### src/rtl/flappy_game_if.sv
// Renderer-configuration bus of the flappy game controller: frame tick and flap in,
// screen/scroll/bird/score/pipe configuration out.
interface flappy_game_if;
    logic               frame_tick;
    logic               flap;
    logic [1:0]         screen;
    logic               bg_scroll;
    logic signed [16:0] bird_y;
    logic [15:0]        score;
    logic signed [16:0] pipe1_x;
    logic signed [16:0] pipe2_x;
    logic signed [16:0] pipe3_x;
    logic signed [16:0] pipe1_y;
    logic signed [16:0] pipe2_y;
    logic signed [16:0] pipe3_y;

    // Controller side: consumes tick/flap, drives the renderer configuration.
    modport master (
        input  frame_tick, flap,
        output screen, bg_scroll, bird_y, score,
        output pipe1_x, pipe2_x, pipe3_x, pipe1_y, pipe2_y, pipe3_y
    );

    // Environment side: timing/debouncer drive tick/flap, renderer reads the rest.
    modport slave (
        output frame_tick, flap,
        input  screen, bg_scroll, bird_y, score,
        input  pipe1_x, pipe2_x, pipe3_x, pipe1_y, pipe2_y, pipe3_y
    );
endinterface

### src/rtl/flappy_game_controller.sv
// Flappy game sequencer: title/play/game-over FSM with per-frame bird physics, pipe motion
// and recycling, scoring and collision. Define GAME_SPEED_RAMP_EN for score-based pipe speed-up.
module flappy_game_controller #(
    parameter int          SCREEN_WIDTH         = 640,
    parameter int          SCREEN_HEIGHT        = 480,
    parameter int          BIRD_X               = 303,
    parameter int          BIRD_WIDTH           = 34,
    parameter int          BIRD_HEIGHT          = 24,
    parameter int          BIRD_START_Y         = 228,
    parameter int          PIPE_WIDTH           = 52,
    parameter int          PIPE_GAP             = 100,
    parameter int          PIPE_SPACING         = 240,
    parameter int          PIPE_SPEED           = 2,
    parameter int          PIPE_Y_INIT          = 140,
    parameter int          PIPE_Y_MIN           = 40,
    parameter int          PIPE_Y_RAND_BITS     = 8,
    parameter int          GRAVITY              = 1,
    parameter int          FLAP_VELOCITY        = -8,
    parameter int          MAX_FALL             = 10,
    parameter int          GAMEOVER_HOLD_FRAMES = 60,
    parameter logic [15:0] LFSR_SEED            = 16'hACE1
) (
    input logic           iClock,
    input logic           iReset,
    flappy_game_if.master bus
);
    typedef logic signed [16:0] pos_t;
    typedef enum logic [1:0] {StTitle = 2'd0, StPlay = 2'd1, StGameOver = 2'd2} state_e;

    localparam pos_t               Zero       = pos_t'(0);
    localparam pos_t               ScreenH    = pos_t'(SCREEN_HEIGHT);
    localparam pos_t               BirdX      = pos_t'(BIRD_X);
    localparam pos_t               BirdW      = pos_t'(BIRD_WIDTH);
    localparam pos_t               BirdH      = pos_t'(BIRD_HEIGHT);
    localparam pos_t               BirdStartY = pos_t'(BIRD_START_Y);
    localparam pos_t               BirdYMax   = pos_t'(SCREEN_HEIGHT - BIRD_HEIGHT);
    localparam pos_t               PipeW      = pos_t'(PIPE_WIDTH);
    localparam pos_t               PipeGap    = pos_t'(PIPE_GAP);
    localparam pos_t               PipeWrap   = pos_t'(3 * PIPE_SPACING);
    localparam pos_t               PipeSpeed  = pos_t'(PIPE_SPEED);
    localparam pos_t               PipeX0     = pos_t'(SCREEN_WIDTH);
    localparam pos_t               PipeYInit  = pos_t'(PIPE_Y_INIT);
    localparam pos_t               PipeYMin   = pos_t'(PIPE_Y_MIN);
    localparam pos_t               Gravity    = pos_t'(GRAVITY);
    localparam pos_t               MaxFall    = pos_t'(MAX_FALL);
    localparam logic signed [7:0]  FlapVel8   = 8'(FLAP_VELOCITY);
    localparam logic signed [7:0]  MaxFall8   = 8'(MAX_FALL);
    localparam logic [15:0]        HoldInit   = 16'(GAMEOVER_HOLD_FRAMES);
    localparam logic [15:0]        ScoreMax   = 16'd999;
    localparam logic [15:0]        LfsrMask   = 16'hB400;

    state_e             state_q, state_d;
    logic               bg_q, bg_d;
    pos_t               bird_y_q, bird_y_d;
    logic signed [7:0]  vel_q, vel_d;
    logic [15:0]        score_q, score_d;
    pos_t               pipe_x_q [3];
    pos_t               pipe_x_d [3];
    pos_t               pipe_y_q [3];
    pos_t               pipe_y_d [3];
    logic [15:0]        hold_q, hold_d;
    logic [15:0]        lfsr_q, lfsr_d;
    logic               flap_q, pend_q, pend_d;

    logic               flap_now, hit, reinit;
    pos_t               vel_sum, bird_n, speed;
    logic signed [7:0]  vel_n;
    pos_t               x_n [3];
    pos_t               y_n [3];
    logic [1:0]         n_pass;
    logic [15:0]        score_sum;

    always_comb begin
        // A flap edge landing on the tick cycle belongs to that tick.
        flap_now = pend_q | (bus.flap & ~flap_q);
        pend_d   = flap_now & ~bus.frame_tick;
        lfsr_d   = {1'b0, lfsr_q[15:1]} ^ (lfsr_q[0] ? LfsrMask : 16'h0000);

        vel_sum = pos_t'(vel_q) + Gravity;
        if (flap_now)               vel_n = FlapVel8;
        else if (vel_sum > MaxFall) vel_n = MaxFall8;
        else                        vel_n = vel_sum[7:0];
        bird_n = bird_y_q + pos_t'(vel_n);

`ifdef GAME_SPEED_RAMP_EN
        // min(score/10, 2) needs only two threshold compares, not a divider.
        if (score_q >= 16'd20)      speed = PipeSpeed + pos_t'(2);
        else if (score_q >= 16'd10) speed = PipeSpeed + pos_t'(1);
        else                        speed = PipeSpeed;
`else
        speed = PipeSpeed;
`endif

        n_pass = 2'd0;
        hit    = (bird_n < Zero) || (bird_n + BirdH > ScreenH);
        for (int i = 0; i < 3; i++) begin
            x_n[i] = pipe_x_q[i] - speed;
            y_n[i] = pipe_y_q[i];
            if (x_n[i] < -PipeW) begin
                x_n[i] = x_n[i] + PipeWrap;
                y_n[i] = PipeYMin + pos_t'(lfsr_q[PIPE_Y_RAND_BITS-1:0]);
            end
            if ((pipe_x_q[i] + PipeW > BirdX) && (x_n[i] + PipeW <= BirdX)) begin
                n_pass = n_pass + 2'd1;
            end
            if ((x_n[i] < BirdX + BirdW) && (x_n[i] + PipeW > BirdX) &&
                ((bird_n < y_n[i]) || (bird_n + BirdH > y_n[i] + PipeGap))) begin
                hit = 1'b1;
            end
        end
        score_sum = score_q + 16'(n_pass);

        state_d  = state_q;
        bg_d     = bg_q;
        bird_y_d = bird_y_q;
        vel_d    = vel_q;
        score_d  = score_q;
        pipe_x_d = pipe_x_q;
        pipe_y_d = pipe_y_q;
        hold_d   = hold_q;
        reinit   = 1'b0;

        if (bus.frame_tick) begin
            unique case (state_q)
                StTitle: begin
                    if (flap_now) begin
                        state_d = StPlay;
                        vel_d   = FlapVel8;
                        score_d = 16'd0;
                    end
                end
                StPlay: begin
                    vel_d    = vel_n;
                    bird_y_d = bird_n;
                    pipe_x_d = x_n;
                    pipe_y_d = y_n;
                    score_d  = (score_sum > ScoreMax) ? ScoreMax : score_sum;
                    if (hit) begin
                        state_d = StGameOver;
                        hold_d  = HoldInit;
                        bg_d    = 1'b0;
                        if (bird_n < Zero)          bird_y_d = Zero;
                        else if (bird_n > BirdYMax) bird_y_d = BirdYMax;
                    end
                end
                StGameOver: begin
                    if (hold_q != 16'd0) hold_d = hold_q - 16'd1;
                    else if (flap_now)   reinit = 1'b1;
                end
                default: state_d = StTitle;
            endcase
        end
    end

    // LFSR and flap edge tracking survive the game-over reinit.
    always_ff @(posedge iClock) begin
        if (iReset) begin
            lfsr_q <= LFSR_SEED;
            flap_q <= 1'b0;
            pend_q <= 1'b0;
        end else begin
            lfsr_q <= lfsr_d;
            flap_q <= bus.flap;
            pend_q <= pend_d;
        end
    end

    always_ff @(posedge iClock) begin
        if (iReset || reinit) begin
            state_q  <= StTitle;
            bg_q     <= 1'b1;
            bird_y_q <= BirdStartY;
            vel_q    <= 8'sd0;
            score_q  <= 16'd0;
            hold_q   <= 16'd0;
            for (int i = 0; i < 3; i++) begin
                pipe_x_q[i] <= PipeX0 + pos_t'(i * PIPE_SPACING);
                pipe_y_q[i] <= PipeYInit;
            end
        end else begin
            state_q  <= state_d;
            bg_q     <= bg_d;
            bird_y_q <= bird_y_d;
            vel_q    <= vel_d;
            score_q  <= score_d;
            hold_q   <= hold_d;
            pipe_x_q <= pipe_x_d;
            pipe_y_q <= pipe_y_d;
        end
    end

    assign bus.screen    = state_q;
    assign bus.bg_scroll = bg_q;
    assign bus.bird_y    = bird_y_q;
    assign bus.score     = score_q;
    assign bus.pipe1_x   = pipe_x_q[0];
    assign bus.pipe2_x   = pipe_x_q[1];
    assign bus.pipe3_x   = pipe_x_q[2];
    assign bus.pipe1_y   = pipe_y_q[0];
    assign bus.pipe2_y   = pipe_y_q[1];
    assign bus.pipe3_y   = pipe_y_q[2];
endmodule

### src/flat_wrapper.sv
// flat-port wrapper written by rule: the top's interface ports become plain ports
module flappy_game_controller_flat 
#(
    parameter int          SCREEN_WIDTH         = 640,
    parameter int          SCREEN_HEIGHT        = 480,
    parameter int          BIRD_X               = 303,
    parameter int          BIRD_WIDTH           = 34,
    parameter int          BIRD_HEIGHT          = 24,
    parameter int          BIRD_START_Y         = 228,
    parameter int          PIPE_WIDTH           = 52,
    parameter int          PIPE_GAP             = 100,
    parameter int          PIPE_SPACING         = 240,
    parameter int          PIPE_SPEED           = 2,
    parameter int          PIPE_Y_INIT          = 140,
    parameter int          PIPE_Y_MIN           = 40,
    parameter int          PIPE_Y_RAND_BITS     = 8,
    parameter int          GRAVITY              = 1,
    parameter int          FLAP_VELOCITY        = -8,
    parameter int          MAX_FALL             = 10,
    parameter int          GAMEOVER_HOLD_FRAMES = 60,
    parameter logic [15:0] LFSR_SEED            = 16'hACE1
)
  (iClock, iReset, bus_frame_tick, bus_flap, bus_screen, bus_bg_scroll, bus_bird_y, bus_score, bus_pipe1_x, bus_pipe2_x, bus_pipe3_x, bus_pipe1_y, bus_pipe2_y, bus_pipe3_y);
  flappy_game_if bus_i ();
  input logic iClock;
  input logic iReset;
  input wire logic [$bits(bus_i.frame_tick)-1:0] bus_frame_tick;
  input wire logic [$bits(bus_i.flap)-1:0] bus_flap;
  output wire logic [$bits(bus_i.screen)-1:0] bus_screen;
  output wire logic [$bits(bus_i.bg_scroll)-1:0] bus_bg_scroll;
  output wire logic [$bits(bus_i.bird_y)-1:0] bus_bird_y;
  output wire logic [$bits(bus_i.score)-1:0] bus_score;
  output wire logic [$bits(bus_i.pipe1_x)-1:0] bus_pipe1_x;
  output wire logic [$bits(bus_i.pipe2_x)-1:0] bus_pipe2_x;
  output wire logic [$bits(bus_i.pipe3_x)-1:0] bus_pipe3_x;
  output wire logic [$bits(bus_i.pipe1_y)-1:0] bus_pipe1_y;
  output wire logic [$bits(bus_i.pipe2_y)-1:0] bus_pipe2_y;
  output wire logic [$bits(bus_i.pipe3_y)-1:0] bus_pipe3_y;
  assign bus_i.frame_tick = bus_frame_tick;
  assign bus_i.flap = bus_flap;
  assign bus_screen = bus_i.screen;
  assign bus_bg_scroll = bus_i.bg_scroll;
  assign bus_bird_y = bus_i.bird_y;
  assign bus_score = bus_i.score;
  assign bus_pipe1_x = bus_i.pipe1_x;
  assign bus_pipe2_x = bus_i.pipe2_x;
  assign bus_pipe3_x = bus_i.pipe3_x;
  assign bus_pipe1_y = bus_i.pipe1_y;
  assign bus_pipe2_y = bus_i.pipe2_y;
  assign bus_pipe3_y = bus_i.pipe3_y;
  flappy_game_controller #(.SCREEN_WIDTH(SCREEN_WIDTH), .SCREEN_HEIGHT(SCREEN_HEIGHT), .BIRD_X(BIRD_X), .BIRD_WIDTH(BIRD_WIDTH), .BIRD_HEIGHT(BIRD_HEIGHT), .BIRD_START_Y(BIRD_START_Y), .PIPE_WIDTH(PIPE_WIDTH), .PIPE_GAP(PIPE_GAP), .PIPE_SPACING(PIPE_SPACING), .PIPE_SPEED(PIPE_SPEED), .PIPE_Y_INIT(PIPE_Y_INIT), .PIPE_Y_MIN(PIPE_Y_MIN), .PIPE_Y_RAND_BITS(PIPE_Y_RAND_BITS), .GRAVITY(GRAVITY), .FLAP_VELOCITY(FLAP_VELOCITY), .MAX_FALL(MAX_FALL), .GAMEOVER_HOLD_FRAMES(GAMEOVER_HOLD_FRAMES), .LFSR_SEED(LFSR_SEED)) u_core (.iClock(iClock), .iReset(iReset), .bus(bus_i));
endmodule
### config.mk
export PLATFORM = sky130hd
export DESIGN_NAME = flappy_game_controller_flat
export DESIGN_NICKNAME = d
export VERILOG_FILES = /design/src/rtl/flappy_game_if.sv /design/src/rtl/flappy_game_controller.sv /design/src/flat_wrapper.sv
export SDC_FILE = /design/constraint.sdc
export NUM_CORES = 1
export LEC_CHECK = 0
export BUFFER_PORTS_ARGS = -buffer_cell sky130_fd_sc_hd__buf_2
export CORE_MARGIN = 8
export CORE_UTILIZATION = 60
export CTS_BUF_LIST = sky130_fd_sc_hd__clkbuf_16
export CTS_CLUSTER_SIZE = 30
export DETAILED_ROUTE_END_ITERATION = 7
export PLACE_DENSITY = 0.8
export SKIP_CTS_REPAIR_TIMING = 1
export SYNTH_ARGS = -nofsm -noshare
export SYNTH_HDL_FRONTEND = slang
export SYNTH_SLANG_ARGS = --single-unit
### constraint.sdc
create_clock -name iClock -period 20.4 [get_ports iClock]
set_clock_uncertainty 0.15 [all_clocks]
set_input_delay 2.04 -clock iClock [delete_from_list [all_inputs] [get_ports iClock]]
set_output_delay 2.04 -clock iClock [all_outputs]
set_load 0.01 [all_outputs]
# Yosys cells after proc, flatten, opt, wreduce, memory -nomap -nowiden
# Cells that the tools add are included.
[classes] addsub=23 multipliers=0 div=0 magnitude_cmp=26 n_eq_ne=5 shifts=0 n_mux=33 bitwise_logic=7 reduce_logical=23
[ops] operator="17-bit 2-to-1 mux" count=9
[ops] operator="17-bit by 10-bit > comparator with 1-bit output, second input constant" count=8
[ops] operator="17-bit by 7-bit adder with 17-bit output, second input constant" count=6
[ops] operator="16-bit 2-to-1 mux" count=5
[ops] operator="16-bit one-hot mux with 2 select lines" count=2
[ops] operator="17-bit by 11-bit adder with 17-bit output, second input constant" count=3
[ops] operator="17-bit by 8-bit adder with 17-bit output, second input constant" count=3
[ops] operator="17-bit > comparator" count=3
[ops] operator="17-bit by 10-bit <= comparator with 1-bit output, second input constant" count=3
[ops] operator="17-bit by 10-bit less-than comparator with 1-bit output, second input constant" count=3
[ops] operator="17-bit less-than comparator" count=3
[ops] operator="17-bit by 7-bit less-than comparator with 1-bit output, second input constant" count=3
[ops] operator="17-bit by 3-bit subtractor with 17-bit output, second input constant" count=3
[ops] operator="8-bit 2-to-1 mux" count=3
[ops] operator="17-bit by 6-bit adder with 17-bit output, second input constant" count=1
[ops] operator="17-bit by 8-bit adder with 17-bit output" count=1
[ops] operator="17-bit by 5-bit > comparator with 1-bit output, second input constant" count=1
[ops] operator="17-bit by 1-bit less-than comparator with 1-bit output, second input constant" count=1
[ops] operator="16-bit by 2-bit adder with 16-bit output" count=1
[ops] operator="16-bit by 10-bit > comparator with 1-bit output, second input constant" count=1
[ops] operator="8-bit one-hot mux with 2 select lines" count=1
[ops] operator="16-bit nonzero test" count=1
[ops] operator="16-bit by 1-bit subtractor with 16-bit output, second input constant" count=1
[ops] operator="15-bit by 16-bit bitwise XOR with 16-bit output" count=1
[ops] operator="other kinds (20)" count=50
[totals] register_bits=180 latchBits=0 ram_bits=0 romBits=0 inputBits=4 output_inout_bits=138 elab_cells=132 memories=0

# Longest topological paths before layout
# Gate-level depths: netlist of run 1.
[depth] word_depth=15 ltp_mapped=36 depth_no_buf=35

# Least setup slack after synthesis of run 1
# Ideal clock, no wire load.
[synth_path] path_type="input-to-reg" from="input port bus_flap" to="register u_core.hold_q[12]" setup_time_ps=87 t_arrival_ps=7694 required_time_ps=20163 setup_slack_ps=12468 path_stages=26 path_buffers=1 path_cell_list="a21oi_1 -> nand2_1 -> nor2_1 -> ha_1 -> inv_1 -> fa_1 -> nor2b_1 -> o22a_1 -> xor2_1 -> inv_1 -> a2111oi_0 -> nand4b_1 -> nor4_1 -> nand3_1 -> inv_1 -> xnor2_1 -> ha_1 -> nor2_1 -> or3_1 -> or4_1 -> o21ai_0 -> a211o_1 -> o2111ai_2 -> clkbuf_1 -> a31o_2 -> o31ai_1"
[synth_via] elab_chain_cells=13 elab_cells_between_ends=30 cone_classes="2 x add/sub; 8 x order compare; 1 x eq/ne; 8 x mux; 2 x bitwise; 9 x reduce/logical"
[synth_rtl] item="from (decl)" line_no="flat_wrapper.sv:28" rtl="input wire logic [$bits(bus_i.flap)-1:0] bus_flap;"
[synth_rtl] item="1-bit AND (*)" line_no="flappy_game_controller.sv:75" rtl="flap_now = pend_q | (bus.flap & ~flap_q);"
[synth_rtl] item="1-bit bitwise OR (*)" line_no="flappy_game_controller.sv:75"
[synth_rtl] item="8-bit 2-to-1 mux" line_no="flappy_game_controller.sv:80" rtl="if (flap_now) vel_n = FlapVel8;"
[synth_rtl] item="17-bit by 8-bit adder with 17-bit output" line_no="flappy_game_controller.sv:83" rtl="bird_n = bird_y_q + pos_t'(vel_n);"
[synth_rtl] item="17-bit by 6-bit adder with 17-bit output" line_no="flappy_game_controller.sv:95, flappy_game_controller.sv:107"
[synth_rtl] item="17-bit > comparator" line_no="flappy_game_controller.sv:107" rtl="((bird_n < y_n[i]) || (bird_n + BirdH > y_n[i] + PipeGap))) begin"
[synth_rtl] item="1-bit logical OR" line_no="flappy_game_controller.sv:107"
[synth_rtl] item="1-bit logical AND" line_no="flappy_game_controller.sv:106" rtl="if ((x_n[i] < BirdX + BirdW) && (x_n[i] + PipeW > BirdX) &&"
[synth_rtl] item="1-bit 2-to-1 mux (3 in series)" line_no="flappy_game_controller.sv:106"
[synth_rtl] item="2-bit by 1-bit inequality test with 1-bit output (no line)"
[synth_rtl] item="4-bit AND reduction (no line)"
[synth_rtl] item="to (signal assigned)" line_no="flappy_game_controller.sv:186" rtl="hold_q <= hold_d;"
[synth_rtl] item="to (decl)" line_no="flappy_game_controller.sv:61" rtl="logic [15:0] hold_q, hold_d;"
# Mark *: on every way between the ends. The rest lies on a longest branch, timed or not.
# A chain may end at the register's enable or synchronous reset.

# Worst setup path after layout of run 1
[layout_path] from="input port bus_flap" to="register u_core.hold_q[7]"
# Same word-level chain as after synthesis.

==> summary.md, run 1 <==
The number of global-route vias before repair came out at 15,670. The area growth from synthesis to layout is 8.879%. The period utilization was 0.4672. After technology mapping, the gate count stands at 2,160.

The cell area after synthesis was 16,080 sq um. The worst setup path is launched from an input port. The routed design could run at a clock period as short as 9532 ps. For the share of synthesized area occupied by flip-flops and latches, the log shows 0.2204.

The number of antenna violations at the first check in global routing was 0. The logs give 0.438 for the part of the power in combinational logic and 0.294 for the share of power burned in registers. Entering global routing, the biggest net connects 74 pins.

The netlist uses 91 different library cells. The floorplan step set the die width to 179.7 um. The buffer and inverter count on the worst path is 4. The via total after detailed routing came out at 16,810. Among the stages of the critical path, the cell type that occurs most often is sky130_fd_sc_hd__inv_1. Number of buffers added by the clock tree synthesis step: 17. Setup repair after global routing left no endpoint under its margin.

The worst-case IR drop observed on VDD is 0.04954 mV. The floorplan has 60 rows. The worst hold path terminates at u_core.lfsr_q[7]. In the synthesized netlist the dominant register cell turns out to be sky130_fd_sc_hd__dfxtp_1. Before antenna repair, the detailed router went through 6 iterations.

Setup violations remaining at the end of the flow were counted as 0. STA puts the critical path data required time at 20,550 ps. At the later pin of the worst-skew pair, clock insertion delay measures 460 ps. The tree is rooted in a sky130_fd_sc_hd__clkbuf_16. For the worst setup path, the data arrival time is 9680 ps. After detailed routing, the number of vias per cell comes to 6.568. The flip-flop and latch count after synthesis came out at 177.

The number of cells on the worst reg-to-reg path is 32. The worst-case register-to-register setup slack is 11,350 ps, and the hold-critical path depth is 1. The run gives 0.2979 as the overall track demand over capacity in global routing.

The largest single stage delay on the critical path is 720 ps. The share of power burned in the clock network was 0.269. In the layout the commonest cells are 264 x sky130_fd_sc_hd__nand2_1, 177 x sky130_fd_sc_hd__dfxtp_1, 157 x sky130_fd_sc_hd__nor2_1. The number of antenna diodes in the final layout is 0. The layout filler cell count came out at 2,310. The count of max-cap constraint violations was 0; the fraction of final layout cells sized beyond drive strength 1 was 0.1159.

The highest clock rate is 104.9 MHz, and the setup TNS is 0 ps. TritonCTS built the clock tree. The placed wire-length estimate after detailed placement was 36,900 um; the worst setup slack before clock tree synthesis was 10,630 ps. The first global-routing pass estimated 81,450 um of wire. The routed length per placed instance was 19.65 um. The switching share of power is 0.4293, and the sum of overflow across all layers after global routing is 0.

Of all nets on the critical path, the largest fanout is 23. The static leakage was 7.073 nW; the number of flops mapped to enable cells by yosys was 0. From bottom edge to top edge, the die measures 179.7 um. The number of buffers between clock root and the deepest sink is 2.

The detailed router's first-iteration violation count is 1,735, and the initial cell density of the core is 0.6033. Critical path start-end classification: input port to flop. The cell type of the slowest stage on the worst timing path is sky130_fd_sc_hd__a2111oi_0.

The total count of hold-check failures in the final report is 0. In this run the worst setup path begins at bus_flap. Port buffering added 138 buffers. In this run the number of H-tree levels came out at 4. Setup slack on the critical path of the routed design comes to 10,870 ps. The most common library cell in the layout ignoring fill and taps was sky130_fd_sc_hd__nand2_1.

The slew at the pin with the worst max-slew slack was 1126 ps. For this design the ratio of total power to cell area is 74.97 nW/um^2. The floorplan step defined a die boundary enclosing 32,290 sq um. After clock tree synthesis, the clock-pin slew on the worst setup and hold paths is 90 ps. The run finished with clean final reports.

The critical path capture point type was a flop. The start of the worst register-to-register path is u_core.bus.pipe2_x[2]. During synthesis, Yosys emitted a total of 0 warnings. For the reported net switching power, the log shows 0.5634 mW.

For this block, the routed nets add up to 50,280 um of wire. The fraction of registers with async set/reset is 0, and the standard cell core area is 26,650 sq um. The logs give 2,345 for the count of nets after finishing and 0 for the max-slew violation total from the final report.

The top-level port count is 142, and the average cell area after synthesis is 7.443 sq um. In this run the most critical hold path is launched from u_core.lfsr_q[8]. The capture instance of the worst register-to-register path is u_core.bus.score[3].

The last weighted congestion value of the routability-driven placer came out at 1.030. The clock drives 177 sinks. In this design, the largest share of critical-path delay is due to simple AND/OR/NAND/NOR gates.

The tools report the headroom to the max-slew limit as 0.2463. The internal power of the cells totals 0.7491 mW. The classification of the worst-slack hold path was flop to flop. In the routed design, unresolved DRC markers number 0.

The tools report the number of nets with antenna violations after detailed routing as 0.
==> final cells by class <==
cell class / instances / area [sq um] / share of cell area
clock buffer: 17 / 425.4 / 0.02430
tap: 341 / 426.7 / 0.02437
sequential: 177 / 3543 / 0.2024
inverter: 73 / 274.0 / 0.01565
timing repair buffer: 161 / 863.3 / 0.04932
multi-input combinational: 1775 / 11760 / 0.6720
clock inverter: 15 / 209.0 / 0.01194
==> cells by family (layout without fill, tap and decap cells) <==
group	count (synthesis)	count (layout)	share of synthesized area
and+or+nand+nor	863	863	0.2692
xor gates and xnor gates	165	165	0.09074
other	1	3	0.0002332
muxes	41	41	0.02615
buffers and inverters	210	266	0.05105
DFF	177	177	0.2204
adders and majority gates	137	137	0.1074
AOI/OAI and AO/OA	566	566	0.2349
==> sequential cells by signal, summed over array words and instances, names as in the netlist, 2 cells and up <==
signal,flops
u_core.bus.score,16
u_core.bus.screen,2
u_core.bus.pipe3_y,17
u_core.bus.pipe1_x,16
u_core.bus.pipe2_x,16
u_core.bus.pipe3_x,16
u_core.bus.pipe2_y,17
u_core.vel_q,8
u_core.lfsr_q,16
u_core.hold_q,16
u_core.bus.pipe1_y,17
u_core.bus.bird_y,17
==> power by group through the flow <==
stage                     clock, mW  sequential (mW)  combinational, mW
after floorplan                   0            0.380              0.425
after global placement            0            0.391              0.538
after detailed placement          0            0.393              0.553
after CTS                     0.355            0.385              0.561
after global routing          0.368            0.388              0.632
final                         0.353            0.385              0.574
==> worst max-delay path by stage <==
stage,end,slack (ps),cells past startpoint
2_1_floorplan,u_core.hold_q[12],12470,26
3_3_place_gp,u_core.hold_q[7],10900,26
3_5_place_dp,u_core.hold_q[7],10630,25
4_1_cts,u_core.hold_q[7],10980,26
5_1_grt,u_core.hold_q[7],10120,26
6_report,u_core.hold_q[7],10870,26
==> metal layers <==
layer | track usage | vias to the layer above | share of wire
met3 | 0.06270 | 128 | 0.081
met1 | 0.3893 | 7868 | 0.43
met5 | 0 | - | 0
li1 | - | 8010 | -
met4 | 0.1180 | 0 | 0.033
met2 | 0.4741 | 802 | 0.45
==> worst reg2reg max path, delay by kind of cell (launching register included) <==
kind                     cells  cell delay [ps]
multiplexers                 2              470
AO/OA/AOI/OAI                7             2030
buffers and inverters        5              970
AND/OR/NAND/NOR             12             3210
XOR/XNOR                     2              370
adder cells (fa/ha/maj)      4             1230
flip-flops                   1              560
==> Yosys cell counts (17+ instances only) <==
cell type / count / area share
sky130_fd_sc_hd__a21o_1: 22 / 0.010
sky130_fd_sc_hd__xor2_1: 55 / 0.030
sky130_fd_sc_hd__or3_1: 43 / 0.017
sky130_fd_sc_hd__o31ai_1: 27 / 0.013
sky130_fd_sc_hd__nand3_1: 66 / 0.021
sky130_fd_sc_hd__nand4_1: 38 / 0.015
sky130_fd_sc_hd__nor4_1: 27 / 0.011
sky130_fd_sc_hd__inv_1: 73 / 0.017
sky130_fd_sc_hd__o211ai_1: 24 / 0.011
sky130_fd_sc_hd__a31oi_1: 36 / 0.014
sky130_fd_sc_hd__nor2_1: 157 / 0.037
sky130_fd_sc_hd__ha_1: 134 / 0.10
sky130_fd_sc_hd__a21oi_1: 150 / 0.047
sky130_fd_sc_hd__nand2_1: 265 / 0.062
sky130_fd_sc_hd__clkbuf_1: 114 / 0.027
sky130_fd_sc_hd__dfxtp_1: 177 / 0.22
sky130_fd_sc_hd__o21a_1: 22 / 0.010
sky130_fd_sc_hd__xnor2_1: 109 / 0.059
sky130_fd_sc_hd__o21ai_0: 103 / 0.032
sky130_fd_sc_hd__or2_2: 22 / 0.0086
sky130_fd_sc_hd__a211oi_1: 33 / 0.015
sky130_fd_sc_hd__nor3_1: 66 / 0.021
sky130_fd_sc_hd__and3_1: 56 / 0.022
sky130_fd_sc_hd__nor2b_1: 27 / 0.011
sky130_fd_sc_hd__mux2i_1: 33 / 0.021
sky130_fd_sc_hd__and2_1: 17 / 0.0066
==> stage by stage <==
step	area, sq um	total power [mW]	hold WS, ps	utilization	cells
final	17510	1.312	276.3	0.6569	2559
after CTS	17510	1.301	278.1	0.6569	2559
after floorplan	16090	0.8051	239.5	-	2162
after global placement	16870	0.9297	245.2	0.6331	2527
after global routing	17510	1.389	287.4	0.6569	2559
after detailed placement	16870	0.9455	252.7	0.6331	2527
(Power assumes the default switching activity.)
==> run 2, diff against run 1 <==
--- a/config.mk
+++ b/config.mk
@@ -5,13 +5,14 @@
 export SDC_FILE = /design/constraint.sdc
 export NUM_CORES = 1
 export LEC_CHECK = 0
+export ABC_AREA = 1
 export BUFFER_PORTS_ARGS = -buffer_cell sky130_fd_sc_hd__buf_2
 export CORE_MARGIN = 8
-export CORE_UTILIZATION = 60
+export CORE_UTILIZATION = 55
 export CTS_BUF_LIST = sky130_fd_sc_hd__clkbuf_16
 export CTS_CLUSTER_SIZE = 30
 export DETAILED_ROUTE_END_ITERATION = 7
-export PLACE_DENSITY = 0.8
+export PLACE_DENSITY = 0.78
 export SKIP_CTS_REPAIR_TIMING = 1
 export SYNTH_ARGS = -nofsm -noshare
 export SYNTH_HDL_FRONTEND = slang
==> constraint.sdc (replaced) <==
create_clock -name iClock -period 8.3 [get_ports iClock]
set_clock_uncertainty 0.15 [all_clocks]
set_input_delay 0.83 -clock iClock [delete_from_list [all_inputs] [get_ports iClock]]
set_output_delay 0.83 -clock iClock [all_outputs]
set_load 0.01 [all_outputs]
==> run 2 against run 1 <==
The run now ends with DRC left; count of clock-buffer cells in the layout unchanged; hold slack worse by 16 ps; global-route usage down 3.6 points; utilization down 4.7 points; combinational power rose to 2.6 times the previous value; die area up 0.36%; worst setup slack worse by 9900 ps; register-to-register slack worse by 10000 ps; critical path depth up 10; critical endpoint is now u_core.hold_q[12]; largest power group unchanged; highest routed layer unchanged.
==> summary.md, run 2 <==
The run gives 177 as the total number of clock tree sinks. The most numerous cell type found on the critical path is sky130_fd_sc_hd__nand2_1. The post-route core utilization was 0.6095; the switching share of power was 0.4497.

Power spread over the standard cell area amounts to 202.3 nW/um^2. Once layout is complete, the cells apart from fillers number 2,705. The tools report the standard cell core area as 26,650 sq um. In this run, CTS created clock tree buffers numbering 17. Leaving out fill and tap cells, the most frequent cell in the layout is sky130_fd_sc_hd__nand2_1. The clock passes through at most 2 buffers.

For the number of antenna violations at the first check in global routing, the log shows 0. The checks that failed: DRC. The required time at the endpoint of the critical path came out at 8520 ps. The tools report the synthesized instance count as 2,246. By area the synthesized netlist is led by sky130_fd_sc_hd__dfxtp_1 24%, sky130_fd_sc_hd__nand2_1 13%, sky130_fd_sc_hd__ha_1 11%.

Met3 layer usage reported by global route: 0.04294. TritonCTS built the clock tree. The first global-routing pass estimated 71,360 um of wire. The H-tree generated during clock tree synthesis spans 4 levels.

The maximum VDD drop is 0.1179 mV. During I/O placement, the number of pins put on the boundary was 142. The max-slew violation total from the final report came out at 0. Data arrives at the worst endpoint at 7590 ps. The maximum cell stage delay along the critical path was 660 ps. Routability-driven placement finished with a final weighted congestion of 0.9901. The floorplan has 60 rows. Setup repair after global routing left no endpoint under its margin. The share of synthesized area occupied by flip-flops and latches was 0.2395. The mapped netlist covers 14,800 sq um. Summed over all layers, the global routing overflow is 0. The share of power burned in registers came out at 0.290. The met2 capacity usage during global routing was 0.4412. The number of global-route vias before repair came out at 14,430. For the static leakage, the log shows 7.997 nW. The headroom to the max-slew limit is 0.3454, and the setup TNS is 0 ps. The area enclosed by the die boundary is 32,410 sq um. The fraction of final layout cells sized beyond drive strength 1 is 0.1218, and the largest driver fanout on the critical path is 19.

In the routed design, unresolved DRC markers number 2. Counting distinct cell types in the post-synthesis netlist gives 63. Before CTS, the worst setup slack after placement is 1042 ps. The placed instances occupy a cell area of 15,670 sq um.

The tools report the overall track demand over capacity in global routing as 0.2618. The Yosys step of the flow raised 0 warnings. The smallest clock period supported by the final layout is computed as 7373 ps. The critical path startpoint category was a flop. The tools report the initial cell density of the core as 0.5552. The die is 180.0 um wide.

The layer flagged by global routing as most heavily used is met2. The internal portion of the total power is 1.808 mW. In the final routed layout, each cell accounts on average for 16.17 um. Once placement completed, the tool counted placed cells totaling 2,673. The placed wire-length estimate after detailed placement came out at 33,670 um. Critical path start-end classification: flop to flop. Buffer type at the clock tree root: sky130_fd_sc_hd__clkbuf_16.

Entering global routing, the biggest net connects 77 pins. The run gives 43,730 um as the total wire length after detailed routing. Clock latency on the worst-skew pair, taken at its later pin, is 450 ps. Setup violations remaining at the end of the flow were counted as 0.

The analysis attributes to net switching a power of 1.478 mW. Overall power consumption after layout is estimated at 3.285 mW. The total inserted antenna cells came out at 0. The slowest stage of the critical path is the sky130_fd_sc_hd__xnor2_1 cell. Compared with the post-synthesis result, the final layout area differs by 9.775%. Post-route cell area: 16,240 sq um.

The worst hold path belongs to the class flop to flop. The worst setup path is captured at a flop. The number of flops mapped to enable cells by yosys was 0; the average cell area after synthesis was 6.588 sq um. The net count of the finished layout is 2,491. In the layout the commonest cells are 496 x sky130_fd_sc_hd__nand2_1, 308 x sky130_fd_sc_hd__inv_1, 194 x sky130_fd_sc_hd__nor2_1. Summed over all instances, the cell type with the most area after synthesis is sky130_fd_sc_hd__dfxtp_1.

The flow ran to the end, but the final reports show violations. The post-CTS clock slew at the launch and capture registers of the worst setup and hold paths works out to 70 ps. Count of max-cap constraint violations: 0. The part of the power in combinational logic is 0.464.

In this run the remaining antenna-violating nets after routing total 0. The total count of hold-check failures in the final report is 0, and the period utilization is 0.8883. The detailed router finished its first iteration with 1,468 violations. Before antenna repair, the detailed router went through 8 iterations. The flip-flop and latch count after synthesis is 177. The worst setup slack after layout is 927.4 ps. After synthesis, the most frequently instantiated cells are 498 x sky130_fd_sc_hd__nand2_1, 309 x sky130_fd_sc_hd__inv_1, 194 x sky130_fd_sc_hd__nor2_1. The via total after detailed routing came out at 15,390. Using the TritonRoute via totals, the vias-per-cell ratio works out to 5.689.

The total of buffers placed on input and output ports was 138; the portion of synthesized cell area occupied by the leading cell type was 0.2395. For the highest clock rate, the log shows 135.6 MHz. In the post-synthesis netlist, the cell with the most instances is sky130_fd_sc_hd__nand2_1.

Hold is met by 260.4 ps. At the pin with the least slew margin, the transition time is 975.0 ps. For the met1 track demand over resource in global routing, the log shows 0.3343. The fraction of registers with async set/reset was 0. The share of power burned in the clock network is 0.246. The dominant register cell in the synthesized netlist was sky130_fd_sc_hd__dfxtp_1. The floorplan die height came out at 180.0 um.
## run 2: layout make-up
type | count | area, sq um
Inverter | 317 | 1190
Multi-Input combinational cell | 1694 | 9777
Timing Repair Buffer | 144 | 735.7
Sequential cell | 177 | 3543
Fill cell | 2519 | 10410
Tap cell | 341 | 426.7
Clock buffer | 17 | 425.4
Clock inverter | 15 | 145.1
## run 2: power groups by stage
stage,combinational (mW),sequential [mW],clock (mW)
final,1.52,0.952,0.809
after global routing,1.71,0.959,0.848
after CTS,1.50,0.950,0.819
after detailed placement,1.48,0.969,0
after global placement,1.45,0.968,0
after floorplan,1.11,0.967,0
## run 2: cells by family (layout without fill, tap and decap cells)
logic type / Yosys count / count (layout) / share of synthesized area
multiplexers: 1 / 1 / 0.0006765
XOR/XNOR: 134 / 134 / 0.08236
flip-flops: 177 / 177 / 0.2395
AO/OA/AOI/OAI: 350 / 350 / 0.1349
adder cells (fa/ha/maj): 136 / 136 / 0.1160
AND/OR/NAND/NOR: 1070 / 1070 / 0.3257
buffers and inverters: 377 / 493 / 0.1006
other: 1 / 3 / 0.0002534
## run 2: routing by layer
| metal | up-vias | wire length, um |
|---|---|---|
| met3 | 115 | 3055 |
| li1 | 7572 | - |
| met5 | - | 0 |
| met4 | 0 | 1371 |
| met1 | 7120 | 19450 |
| met2 | 582 | 19850 |
## run 2: critical path, delay by kind of cell (launching register included)
family          cells  cell delay (ps)
xor+xnor            3             1030
simple gates       19             2990
fa+ha+maj           3              940
compound gates      6             1310
flops               1              420
buf+inv             5              440
## run 2: worst paths after layout
| path | from | endpoint | slack [ps] | depth (start not counted) |
|---|---|---|---|---|
| worst max-delay path | u_core.vel_q[0] | u_core.hold_q[12] | 930 | 36 |
| worst min-delay path | u_core.lfsr_q[9] | u_core.lfsr_q[8] | 260 | 2 |
| worst max register to register | u_core.vel_q[0] | u_core.hold_q[12] | 930 | 36 |
| worst min register to register | u_core.lfsr_q[9] | u_core.lfsr_q[8] | 260 | 2 |
